### config.mk
export PLATFORM = sky130hd
export DESIGN_NAME = pe_dot_accum_flat
export DESIGN_NICKNAME = d
export VERILOG_FILES = /design/src/rtl/pe_dot_accum_if.sv /design/src/rtl/pe_dot_accum.sv /design/src/flat_wrapper.sv
export SDC_FILE = /design/constraint.sdc
export NUM_CORES = 1
export LEC_CHECK = 0
export ABC_CLOCK_PERIOD_IN_PS = 18500
export CAP_MARGIN = 25
export CELL_PAD_IN_SITES_DETAIL_PLACEMENT = 1
export CELL_PAD_IN_SITES_GLOBAL_PLACEMENT = 1
export CORE_MARGIN = 2
export CORE_UTILIZATION = 57
export CTS_BUF_LIST = sky130_fd_sc_hd__clkbuf_8
export CTS_CLUSTER_DIAMETER = 100
export DETAILED_ROUTE_END_ITERATION = 8
export PLACE_DENSITY = 0.86
export SYNTH_ARGS = -nofsm -noshare
export SYNTH_HDL_FRONTEND = slang
export SYNTH_SLANG_ARGS = --single-unit
### constraint.sdc
create_clock -name clk -period 18.5 [get_ports clk]
set_input_delay 3.7 -clock clk [delete_from_list [all_inputs] [get_ports clk]]
set_output_delay 3.7 -clock clk [all_outputs]
set_load 0.02 [all_outputs]
### src/rtl/pe_dot_accum_if.sv
// Activation stream in, dot-product result out over valid/ready.
// master = upstream/downstream side, slave = pe_dot_accum.
interface pe_dot_accum_if #(
  parameter int AW    = 5,
  parameter int DW    = 8,
  parameter int ACC_W = 24
);
  logic                    in_start;
  logic signed [DW-1:0]    in_data;
  logic        [AW-1:0]    in_addr;
  logic                    out_valid;
  logic                    out_ready;
  logic signed [ACC_W-1:0] out_data;

  modport master (
    output in_start, in_data, in_addr, out_ready,
    input  out_valid, out_data
  );

  modport slave (
    input  in_start, in_data, in_addr, out_ready,
    output out_valid, out_data
  );
endinterface

### src/rtl/pe_dot_accum.sv
// Serial 32-element dot product against a local weight file; result after 33 cycles, held until out_ready.
// Optional macro PE_DOT_RELU_EN clamps the captured result at zero (accumulation stays raw).
module pe_dot_accum #(
  parameter int N     = 32,
  parameter int AW    = 5,
  parameter int DW    = 8,
  parameter int ACC_W = 24
) (
  input  logic                 clk,
  input  logic                 reset,
  pe_dot_accum_if.slave        s,
  input  logic                 wt_we,
  input  logic [AW-1:0]        wt_waddr,
  input  logic signed [DW-1:0] wt_wdata,
  output logic                 busy,
  output logic                 err_addr,
  output logic                 err_overrun
);

  typedef enum logic [1:0] {IDLE, ACCUM, RESULT} state_t;

  state_t                  state;
  logic signed [DW-1:0]    weights [N];
  logic signed [DW-1:0]    wt_rd;
  logic        [AW-1:0]    cnt;
  logic signed [ACC_W-1:0] acc;
  logic signed [ACC_W-1:0] acc_next;
  logic signed [ACC_W-1:0] result_val;
  logic signed [2*DW-1:0]  prod;

  always_ff @(posedge clk) begin
    if (reset) begin
      for (int i = 0; i < N; i++) weights[i] <= '0;
    end else if (wt_we) begin
      weights[wt_waddr] <= wt_wdata;
    end
  end

  // Same-cycle write to the addressed weight is not visible until the next cycle.
  always_comb begin
    wt_rd    = weights[s.in_addr];
    prod     = $signed({{DW{s.in_data[DW-1]}}, s.in_data}) * $signed({{DW{wt_rd[DW-1]}}, wt_rd});
    acc_next = ((cnt == '0) ? '0 : acc) + {{(ACC_W-2*DW){prod[2*DW-1]}}, prod};
`ifdef PE_DOT_RELU_EN
    result_val = acc_next[ACC_W-1] ? '0 : acc_next;
`else
    result_val = acc_next;
`endif
  end

  always_ff @(posedge clk) begin
    if (reset) begin
      state       <= IDLE;
      cnt         <= '0;
      acc         <= '0;
      s.out_valid <= 1'b0;
      s.out_data  <= '0;
      busy        <= 1'b0;
      err_addr    <= 1'b0;
      err_overrun <= 1'b0;
    end else begin
      case (state)
        IDLE: begin
          if (s.in_start) begin
            state <= ACCUM;
            cnt   <= '0;
            busy  <= 1'b1;
          end
        end
        ACCUM: begin
          // A new start aborts the frame; cnt==0 makes the next element ignore stale acc.
          if (s.in_start) begin
            cnt <= '0;
          end else begin
            if (s.in_addr != cnt) err_addr <= 1'b1;
            acc <= acc_next;
            if (cnt == AW'(N-1)) begin
              state       <= RESULT;
              s.out_data  <= result_val;
              s.out_valid <= 1'b1;
              busy        <= 1'b0;
            end else begin
              cnt <= cnt + AW'(1);
            end
          end
        end
        RESULT: begin
          if (s.in_start) begin
            if (!s.out_ready) err_overrun <= 1'b1;
            state       <= ACCUM;
            cnt         <= '0;
            s.out_valid <= 1'b0;
            busy        <= 1'b1;
          end else if (s.out_ready) begin
            state       <= IDLE;
            s.out_valid <= 1'b0;
          end
        end
        default: begin
          state       <= IDLE;
          s.out_valid <= 1'b0;
          busy        <= 1'b0;
        end
      endcase
    end
  end

endmodule
### src/flat_wrapper.sv
// flat-port wrapper written by rule: the top's interface ports become plain ports
module pe_dot_accum_flat 
#(
  parameter int N     = 32,
  parameter int AW    = 5,
  parameter int DW    = 8,
  parameter int ACC_W = 24
)
  (clk, reset, wt_we, wt_waddr, wt_wdata, busy, err_addr, err_overrun, s_in_start, s_in_data, s_in_addr, s_out_ready, s_out_valid, s_out_data);
  pe_dot_accum_if #(.AW(AW), .DW(DW), .ACC_W(ACC_W)) s_i ();
  input  logic clk;
  input  logic reset;
  input  logic wt_we;
  input  logic [AW-1:0] wt_waddr;
  input  logic signed [DW-1:0] wt_wdata;
  output logic busy;
  output logic err_addr;
  output logic err_overrun;
  input wire logic [$bits(s_i.in_start)-1:0] s_in_start;
  input wire logic [$bits(s_i.in_data)-1:0] s_in_data;
  input wire logic [$bits(s_i.in_addr)-1:0] s_in_addr;
  input wire logic [$bits(s_i.out_ready)-1:0] s_out_ready;
  output wire logic [$bits(s_i.out_valid)-1:0] s_out_valid;
  output wire logic [$bits(s_i.out_data)-1:0] s_out_data;
  assign s_i.in_start = s_in_start;
  assign s_i.in_data = s_in_data;
  assign s_i.in_addr = s_in_addr;
  assign s_i.out_ready = s_out_ready;
  assign s_out_valid = s_i.out_valid;
  assign s_out_data = s_i.out_data;
  pe_dot_accum #(.N(N), .AW(AW), .DW(DW), .ACC_W(ACC_W)) u_core (.clk(clk), .reset(reset), .s(s_i), .wt_we(wt_we), .wt_waddr(wt_waddr), .wt_wdata(wt_wdata), .busy(busy), .err_addr(err_addr), .err_overrun(err_overrun));
endmodule
==> impl_metrics.py, run 1 <==
metrics = {
    "status": {
        "outcome": "completed",
    },
    "sta": {
        "rsz0062_at_grt": "no",
        "drv_slew": 0,
        "slew_headroom_pct": 33.5,
        "hold_viol": 0,
        "clock_skew_ns": 0.0288,
        "setup_violations": 0,
        "fmax_ghz": 0.0785,
        "min_period_over_period_pct": 68.9,
        "fin_crit_ns": 12.74,
        "finalSetupTns_ns": 0,
        "worst_slew_pin_slew_ns": 0.970,
    },
    "route": {
        "ant_nets": 0,
        "vias": 11857,
        "viasPerCell": 6.04,
        "drc": 0,
        "detail_route.wl_per_cell_um": 24.5,
        "drt_iter0_markers": 914,
        "wirelength_mm": 48.0,
        "drt_pass1_iterations": 5,
    },
    "floorplanning": {
        "die_h_um": 181,
        "core_area_um2": 30800,
        "die_area_um2": 32900,
        "io_pins": 59,
        "initial_core_util_pct": 58.2,
        "num_rows": 64,
        "die_width_um": 181,
    },
    "clock_tree": {
        "post_cts_buffers": 0,
        "htreeDepth": 2,
        "cts_tree": "built",
        "insertion_delay_ns": 0.63,
        "cts.sink_count": 315,
        "postCtsResizedCells": 0,
        "root_buffer": "clkbuf_8",
        "cts_buffers": 52,
        "cts_buffer_depth": 3,
        "cts_hold_buffers": 0,
        "path_clk_slew_ns": 0.06,
    },
    "finish": {
        "final_common_cell": "and2_1",
        "layout.nets": 1669,
        "final_util_pct": 64.2,
        "drive_gt1_share_pct": 13.3,
        "num-fill-cells": 3077,
        "n_antenna_cell": 0,
        "final_cells": 1963,
        "syn_to_final_growth_pct": 10.3,
        "final_cell_mix": "and2_1 (285), edfxtp_1 (256), inv_1 (107)",
    },
    "synthesis": {
        "ys_async_sr_fraction_pct": 0,
        "synth_top_cell_by_area": "edfxtp_1",
        "synth-seq-cells": 315,
        "netlist_area_um2": 18000,
        "ys_warn_count": 0,
        "avgSynthCellArea_um2": 12.2,
        "synth-main-ff-cell": "edfxtp_1",
        "synthCells": 1471,
        "ys_types": 62,
        "ys_seq_area_share_pct": 49.4,
        "yosysTopAreaCellShare_pct": 42.8,
        "syn_nets": 1613,
        "synth_edf_count": 256,
        "synth.area.top_cells": "edfxtp_1 (43%), mux4_2 (10%), and2_1 (9.9%)",
    },
    "min_path": {
        "hold_start": "u_core.acc[4]$_SDFFE_PP0P_",
        "hold_end": "u_core.acc[4]$_SDFFE_PP0P_",
        "min_path_cells": 2,
        "hp-class": "reg -> reg",
    },
    "grt": {
        "grt.overflow.total": 0,
        "grt_pass1_vias": 12797,
        "grt_max_degree": 71,
        "grt.total_usage_pct": 30.0,
        "grt_pass1_wl_mm": 75.0,
        "antenna_found_initial": 1,
    },
    "placement": {
        "placedCellCount": 1869,
        "gp_congestion": 0.868,
        "hpwl_mm": 33.7,
        "port_buffers": 58,
    },
    "critical_path": {
        "r2r_start": "u_core.weights[16][5]$_SDFFCE_PN0P_",
        "critPathMaxFanout": 33,
        "critPathArrivalTime_ns": 13.27,
        "rr_worst_depth": 25,
        "critical_path_class": "in -> reg",
        "path_buf_inv": 5,
        "cpMostUsedCell": "fa_1",
        "rrSetupSlack_ns": 9.79,
        "crit_family": "adder cells",
        "cpPeakStageDelay_ns": 0.67,
        "worst_path_max_delay_cell": "mux2i_1",
        "reg2reg_to": "u_core.acc[23]$_SDFFE_PP0P_",
        "start_kind": "input port",
        "endpoint_kind": "register",
        "critPathRequiredTime_ns": 19.03,
    },
    "power": {
        "pwr-share-clk_pct": 16.9,
        "power.internal_w": 0.00189,
        "p_seq_share_pct": 24.3,
        "p_switching_w": 0.00151,
        "cellPowerDensity_nw_per_um2": 172,
        "finalPower_w": 0.00341,
        "comb_power_share_pct": 58.8,
        "power.leakage_nw": 7.54,
        "ir_worst_vdd_mv": 0.129,
        "swShare_pct": 44.4,
    },
    "run": {
        "maxCapViolCount": 0,
    },
}
[state kept, by name (all words and copies together), names as in the netlist]
| name | cells |
|---|---|
| u_core.acc | 24 |
| u_core.weights | 256 |
| u_core.state | 2 |
| u_core.err_addr | 1 |
| u_core.err_overrun | 1 |
| u_core.cnt | 5 |
| u_core.s.out_valid | 1 |
| u_core.busy | 1 |
| u_core.s.out_data | 24 |
[cells in the mapped netlist (34+ instances only)]
| cell type | count |
|---|---|
| inv_1 | 94 |
| a21oi_1 | 61 |
| dfxtp_1 | 59 |
| or2_2 | 34 |
| nor2b_1 | 44 |
| mux4_2 | 80 |
| nor2_1 | 84 |
| and2_1 | 285 |
| edfxtp_1 | 256 |
| ha_1 | 55 |
| fa_1 | 56 |
| nand2_1 | 80 |
| clkbuf_1 | 59 |
[per-stage QoR]
stage / instance area, um2 / hold WS [ns] / worst slack (ns)
6_report: 19800 / 0.454 / 5.76
5_1_grt: 19800 / 0.479 / 5.30
4_1_cts: 19800 / 0.457 / 5.80
3_5_place_dp: 18900 / 0.448 / 5.18
3_3_place_gp: 18900 / 0.438 / 5.67
2_1_floorplan: 18000 / 0.432 / 6.85
[worst min-delay path, stage by stage (launching register included)]
cell and delay, ns:
dfxtp_1 0.31, nand2_1 0.05, a21oi_1 0.05
[layer usage]
layer	vias to the layer above	GRT usage [%]	part of all wire, %	wire length, um
met5	-	0	0.027	13
met4	2	10.5	3.2	1540
li1	5267	-	-	-
met3	90	4.65	5.8	2770
met1	6101	37.8	39	18900
met2	397	52.9	52	24800
[final cells by class]
| type | count | area [um2] | area share, % |
|---|---|---|---|
| clock buffer | 55 | 757 | 3.82 |
| clock inverter | 39 | 194 | 0.979 |
| inverter | 94 | 353 | 1.78 |
| multi-input combinational | 992 | 8460 | 42.7 |
| sequential | 315 | 8870 | 44.8 |
| tap | 396 | 495 | 2.50 |
| timing repair buffer | 72 | 676 | 3.41 |
[power groups by stage]
| stage | clock, W | sequential [W] | combinational, W |
|---|---|---|---|
| after floorplan | 0 | 0.000831 | 0.00153 |
| after global placement | 0 | 0.000837 | 0.00187 |
| after detailed placement | 0 | 0.000842 | 0.00196 |
| after CTS | 0.000584 | 0.000827 | 0.00199 |
| after global routing | 0.000610 | 0.000831 | 0.00222 |
| final | 0.000577 | 0.000828 | 0.00200 |
[worst max-delay path by stage]
| stage | depth (start not counted) | endpoint | slack [ns] | startpoint |
|---|---|---|---|---|
| final | 27 | u_core.acc[23]$_SDFFE_PP0P_ | 5.76 | s_in_addr[0] |
| after global routing | 27 | u_core.acc[23]$_SDFFE_PP0P_ | 5.30 | s_in_addr[0] |
| after CTS | 27 | u_core.acc[23]$_SDFFE_PP0P_ | 5.80 | s_in_addr[0] |
| after detailed placement | 27 | u_core.acc[23]$_SDFFE_PP0P_ | 5.18 | s_in_addr[0] |
| after global placement | 28 | u_core.acc[23]$_SDFFE_PP0P_ | 5.67 | s_in_addr[0] |
| after floorplan | 27 | u_core.acc[23]$_SDFFE_PP0P_ | 6.85 | s_in_addr[0] |
[kinds of logic after synthesis]
family / Yosys count / synth area share [%]
xor gates and xnor gates: 42 / 2.29
and+or+nand+nor: 597 / 18.6
muxes: 90 / 10.6
DFF: 315 / 49.4
adders and majority gates: 111 / 10.1
buffers and inverters: 164 / 3.48
AOI/OAI and AO/OA: 152 / 5.53
Power figures use the tool's default switching activity.
==> run 2: changes to the inputs <==
--- a/config.mk
+++ b/config.mk
@@ -5,16 +5,16 @@
 export SDC_FILE = /design/constraint.sdc
 export NUM_CORES = 1
 export LEC_CHECK = 0
-export ABC_CLOCK_PERIOD_IN_PS = 18500
+export ABC_CLOCK_PERIOD_IN_PS = 12000
 export CAP_MARGIN = 25
 export CELL_PAD_IN_SITES_DETAIL_PLACEMENT = 1
 export CELL_PAD_IN_SITES_GLOBAL_PLACEMENT = 1
 export CORE_MARGIN = 2
-export CORE_UTILIZATION = 57
+export CORE_UTILIZATION = 53
 export CTS_BUF_LIST = sky130_fd_sc_hd__clkbuf_8
 export CTS_CLUSTER_DIAMETER = 100
 export DETAILED_ROUTE_END_ITERATION = 8
-export PLACE_DENSITY = 0.86
+export PLACE_DENSITY = 0.81
 export SYNTH_ARGS = -nofsm -noshare
 export SYNTH_HDL_FRONTEND = slang
 export SYNTH_SLANG_ARGS = --single-unit
==> constraint.sdc (replaced) <==
create_clock -name clk -period 12 [get_ports clk]
set_input_delay 2.4 -clock clk [delete_from_list [all_inputs] [get_ports clk]]
set_output_delay 2.4 -clock clk [all_outputs]
set_load 0.02 [all_outputs]
==> impl_metrics.py, run 2 (synthesis gave the netlist of run 1 again) <==
metrics = {
    "route": {
        "viasPerCell": 5.77,
        "vias": 11687,
        "detail_route.wl_per_cell_um": 23.1,
        "ant_nets": 0,
        "drt_pass1_iterations": 5,
        "wirelength_mm": 46.7,
        "drt_iter0_markers": 572,
        "drc": 0,
    },
    "min_path": {
        "hold_start": "u_core.acc[11]$_SDFFE_PP0P_",
        "min_path_cells": 2,
        "hp-class": "reg -> reg",
        "hold_end": "u_core.acc[11]$_SDFFE_PP0P_",
    },
    "critical_path": {
        "critical_path_class": "in -> reg",
        "critPathMaxFanout": 29,
        "rrSetupSlack_ns": 3.82,
        "r2r_start": "u_core.weights[14][3]$_SDFFCE_PN0P_",
        "rr_worst_depth": 27,
        "start_kind": "input port",
        "cpPeakStageDelay_ns": 0.55,
        "reg2reg_to": "u_core.acc[23]$_SDFFE_PP0P_",
        "critPathRequiredTime_ns": 12.53,
        "endpoint_kind": "register",
        "critPathArrivalTime_ns": 10.93,
        "worst_path_max_delay_cell": "mux4_2",
    },
    "floorplanning": {
        "num_rows": 67,
        "die_width_um": 188,
        "die_h_um": 188,
        "die_area_um2": 35400,
        "io_pins": 59,
        "initial_core_util_pct": 53.7,
        "core_area_um2": 33400,
    },
    "finish": {
        "largest_reg_flops": 256,
        "largestRegisters": "u_core.weights (256), u_core.acc (24), u_core.s.out_data (24)",
        "syn_to_final_growth_pct": 11.8,
        "final_common_cell": "and2_1",
        "drive_gt1_share_pct": 13.7,
        "n_antenna_cell": 0,
        "num-fill-cells": 3378,
        "layout.nets": 1679,
        "final_cell_mix": "and2_1 (285), edfxtp_1 (256), inv_1 (117)",
        "regMostFlops": "u_core.weights",
    },
    "sta": {
        "fin_crit_ns": 10.40,
        "fmax_ghz": 0.0961,
        "worst_slew_pin_slew_ns": 1.01,
        "hold_viol": 0,
        "finalSetupTns_ns": 0,
        "setup_violations": 0,
        "rsz0062_at_grt": "no",
        "drv_slew": 0,
        "slew_headroom_pct": 32.1,
        "min_period_over_period_pct": 86.7,
        "clock_skew_ns": 0.0337,
    },
    "clock_tree": {
        "cts_hold_buffers": 0,
        "postCtsResizedCells": 0,
        "htreeDepth": 2,
        "path_clk_slew_ns": 0.06,
        "cts.sink_count": 315,
        "post_cts_buffers": 0,
        "cts_buffer_depth": 3,
        "cts_buffers": 52,
        "cts_tree": "built",
        "insertion_delay_ns": 0.61,
        "root_buffer": "clkbuf_8",
    },
    "power": {
        "cellPowerDensity_nw_per_um2": 263,
        "ir_worst_vdd_mv": 0.204,
        "finalPower_w": 0.00528,
        "power.leakage_nw": 7.67,
    },
    "grt": {
        "grt_max_degree": 76,
        "antenna_found_initial": 1,
        "grt.overflow.total": 0,
        "grt_pass1_wl_mm": 73.2,
        "grt.total_usage_pct": 27.2,
        "grt_pass1_vias": 13088,
    },
    "run": {
        "maxCapViolCount": 0,
    },
    "placement": {
        "hpwl_mm": 33.4,
        "gp_congestion": 0.836,
        "port_buffers": 58,
    },
    "status": {
        "outcome": "completed",
    },
}
[run 2: stage by stage]
stage          setup slack [ns]  utilization, %  hold slack [ns]  area [um2]  cells
2_1_floorplan              1.65               -            0.432       18000   1471
3_3_place_gp               1.21            56.8            0.438       19000   1929
3_5_place_dp              0.906            56.8            0.443       19000   1929
4_1_cts                    1.56            59.9            0.452       20000   2022
5_1_grt                    1.11            60.0            0.479       20100   2024
6_report                   1.60            60.0            0.452       20100   2024
[run 2: layout make-up]
type / count / area (um2) / area share (%)
inverter: 94 / 353 / 1.76
sequential: 315 / 8870 / 44.2
multi-input combinational: 992 / 8460 / 42.2
clock buffer: 56 / 771 / 3.84
tap: 448 / 561 / 2.79
timing repair buffer: 82 / 791 / 3.94
clock inverter: 37 / 263 / 1.31
[run 2: critical path, delay by kind of cell]
family	cells	cell delay, ns
fa+ha+maj	6	2.58
simple gates	6	1.63
compound gates	7	1.62
buf+inv	7	1.41
mux	3	1.23
[run 2: worst max path at each step]
stage | from | endpoint | slack [ns]
2_1_floorplan | s_in_addr[0] | u_core.acc[23]$_SDFFE_PP0P_ | 1.65
3_3_place_gp | s_in_addr[0] | u_core.acc[23]$_SDFFE_PP0P_ | 1.21
3_5_place_dp | s_in_addr[0] | u_core.acc[23]$_SDFFE_PP0P_ | 0.91
4_1_cts | s_in_addr[0] | u_core.acc[23]$_SDFFE_PP0P_ | 1.56
5_1_grt | s_in_addr[0] | u_core.acc[22]$_SDFFE_PP0P_ | 1.11
6_report | s_in_addr[0] | u_core.acc[23]$_SDFFE_PP0P_ | 1.60
[run 2: power by group]
part	switching, W	total, W	internal, W
Clock	0.000436	0.000951	0.000516
Combinational	0.00181	0.00306	0.00125
Sequential	0.0000270	0.00127	0.00125
[run 2: metal layers]
layer  wire length [um]  track usage, %
met1              18500            33.2
met2              24200            47.9
met3               2410            4.94
met4               1570            10.6
met5                  0               0
==> run 3: changes to the inputs <==
--- a/config.mk
+++ b/config.mk
@@ -9,6 +9,7 @@
 export CAP_MARGIN = 25
 export CELL_PAD_IN_SITES_DETAIL_PLACEMENT = 1
 export CELL_PAD_IN_SITES_GLOBAL_PLACEMENT = 1
+export CORE_ASPECT_RATIO = 0.5
 export CORE_MARGIN = 2
 export CORE_UTILIZATION = 53
 export CTS_BUF_LIST = sky130_fd_sc_hd__clkbuf_8
==> impl_metrics.py, run 3 (synthesis gave the netlist of run 1 again) <==
metrics = {
    "placement": {
        "gp_congestion": 0.850,
        "port_buffers": 58,
        "post-place-ws_ns": 0.413,
        "hpwl_mm": 33.0,
    },
    "sta": {
        "fin_crit_ns": 10.92,
        "timing.final.ws_setup_ns": 1.08,
        "drv_slew": 0,
        "hold_viol": 0,
        "clock_skew_ns": 0.0256,
        "finalSetupTns_ns": 0,
        "rsz0062_at_grt": "no",
        "fmax_ghz": 0.0916,
        "setup_violations": 0,
        "slew_headroom_pct": 35.9,
        "min_period_over_period_pct": 91.0,
        "worst_slew_pin_slew_ns": 0.935,
        "hold_ws_ns": 0.454,
    },
    "critical_path": {
        "worst_path_max_delay_cell": "mux2i_1",
        "critPathRequiredTime_ns": 12.51,
        "cpPeakStageDelay_ns": 0.75,
        "rr_worst_depth": 24,
        "start_kind": "input port",
        "critPathArrivalTime_ns": 11.43,
        "endpoint_kind": "register",
        "critPathMaxFanout": 22,
        "rrSetupSlack_ns": 3.36,
        "cpMostUsedCell": "fa_1",
        "critical_path_class": "in -> reg",
    },
    "clock_tree": {
        "cts_buffers": 47,
        "post_cts_buffers": 0,
        "cts_hold_buffers": 0,
        "root_buffer": "clkbuf_8",
        "cts_buffer_depth": 3,
        "htreeDepth": 2,
        "cts_tree": "built",
        "postCtsResizedCells": 0,
        "path_clk_slew_ns": 0.07,
        "cts.sink_count": 315,
        "insertion_delay_ns": 0.60,
    },
    "grt": {
        "antenna_found_initial": 3,
        "grt_max_degree": 105,
        "grt_pass1_vias": 12899,
        "grt.overflow.total": 0,
        "grt_pass1_wl_mm": 75.3,
        "grt.total_usage_pct": 28.1,
    },
    "finish": {
        "layout.nets": 1669,
        "num-fill-cells": 3370,
        "final_util_pct": 60.3,
        "final_cell_mix": "and2_1 (285), edfxtp_1 (256), inv_1 (111)",
        "syn_to_final_growth_pct": 11.6,
        "final_common_cell": "and2_1",
        "n_antenna_cell": 0,
        "drive_gt1_share_pct": 13.4,
        "largestRegisters": "u_core.weights (256), u_core.acc (24), u_core.s.out_data (24)",
        "largest_reg_flops": 256,
        "regMostFlops": "u_core.weights",
    },
    "floorplanning": {
        "initial_core_util_pct": 54.0,
        "die_width_um": 264,
        "die_area_um2": 35500,
        "num_rows": 47,
        "core_area_um2": 33200,
        "io_pins": 59,
        "die_h_um": 134,
    },
    "run": {
        "maxCapViolCount": 0,
    },
    "power": {
        "ir_worst_vdd_mv": 0.229,
        "finalPower_w": 0.00529,
        "cellPowerDensity_nw_per_um2": 264,
        "power.leakage_nw": 7.63,
    },
    "route": {
        "vias": 11766,
        "wirelength_mm": 48.4,
        "drt_pass1_iterations": 5,
        "viasPerCell": 5.86,
        "detail_route.wl_per_cell_um": 24.1,
        "ant_nets": 0,
        "drc": 0,
        "drt_iter0_markers": 1078,
    },
    "min_path": {
        "hp-class": "reg -> reg",
        "min_path_cells": 2,
    },
    "status": {
        "outcome": "completed",
    },
}
-- run 3: cell types whose count changed in the layout (fill, tap and decap cells not counted), sizes merged --
cell and delta:
inv -5, bufinv -1, clkinv +3, buf -6
clkbuf -1
-- run 3: metrics by stage --
step                std cells  cell area [um2]
floorplan                1471            18000
global placement         1911            18900
detailed placement       1914            19000
CTS                      2002            19900
global route             2007            20000
finish                   2007            20000
-- run 3: area by class of cell --
class / count / area [um2] / area share [%]
Sequential cell: 315 / 8870 / 44.2
Inverter: 94 / 353 / 1.76
Timing Repair Buffer: 77 / 833 / 4.16
Multi-Input combinational cell: 992 / 8460 / 42.2
Tap cell: 441 / 552 / 2.75
Clock inverter: 34 / 231 / 1.15
Clock buffer: 54 / 743 / 3.71
-- run 3: metal layers --
layer	vias to the layer above	global-route usage, %	part of all wire, %
li1	5280	-	-
met1	6068	35.8	42
met2	336	48.6	49
met3	80	6.70	6.3
met4	2	7.42	2.4
met5	-	0	0.027
-- run 3: report_power, final --
part	total (W)	leakage, nW	internal [W]	switching [W]
Clock	0.000933	0.557	0.000480	0.000453
Sequential	0.00127	2.91	0.00124	0.0000263
Combinational	0.00308	4.16	0.00124	0.00184
Total	0.00529	7.63	0.00297	0.00232
-- run 3: worst paths after layout --
| kind | start | endpoint |
|---|---|---|
| setup / recovery | s_in_addr[0] | u_core.acc[23]$_SDFFE_PP0P_ |
| hold / removal | u_core.acc[20]$_SDFFE_PP0P_ | u_core.acc[20]$_SDFFE_PP0P_ |
| setup reg to reg | u_core.weights[3][2]$_SDFFCE_PN0P_ | u_core.acc[23]$_SDFFE_PP0P_ |
| hold reg to reg | u_core.acc[20]$_SDFFE_PP0P_ | u_core.acc[20]$_SDFFE_PP0P_ |
-- run 3: critical path, delay by kind of cell --
family                   cells  cell delay (ns)
AND/OR/NAND/NOR              5             1.56
buffers and inverters        4             1.17
multiplexers                 3             1.79
AO/OA/AOI/OAI                8             1.73
adder cells (fa/ha/maj)      6             2.73
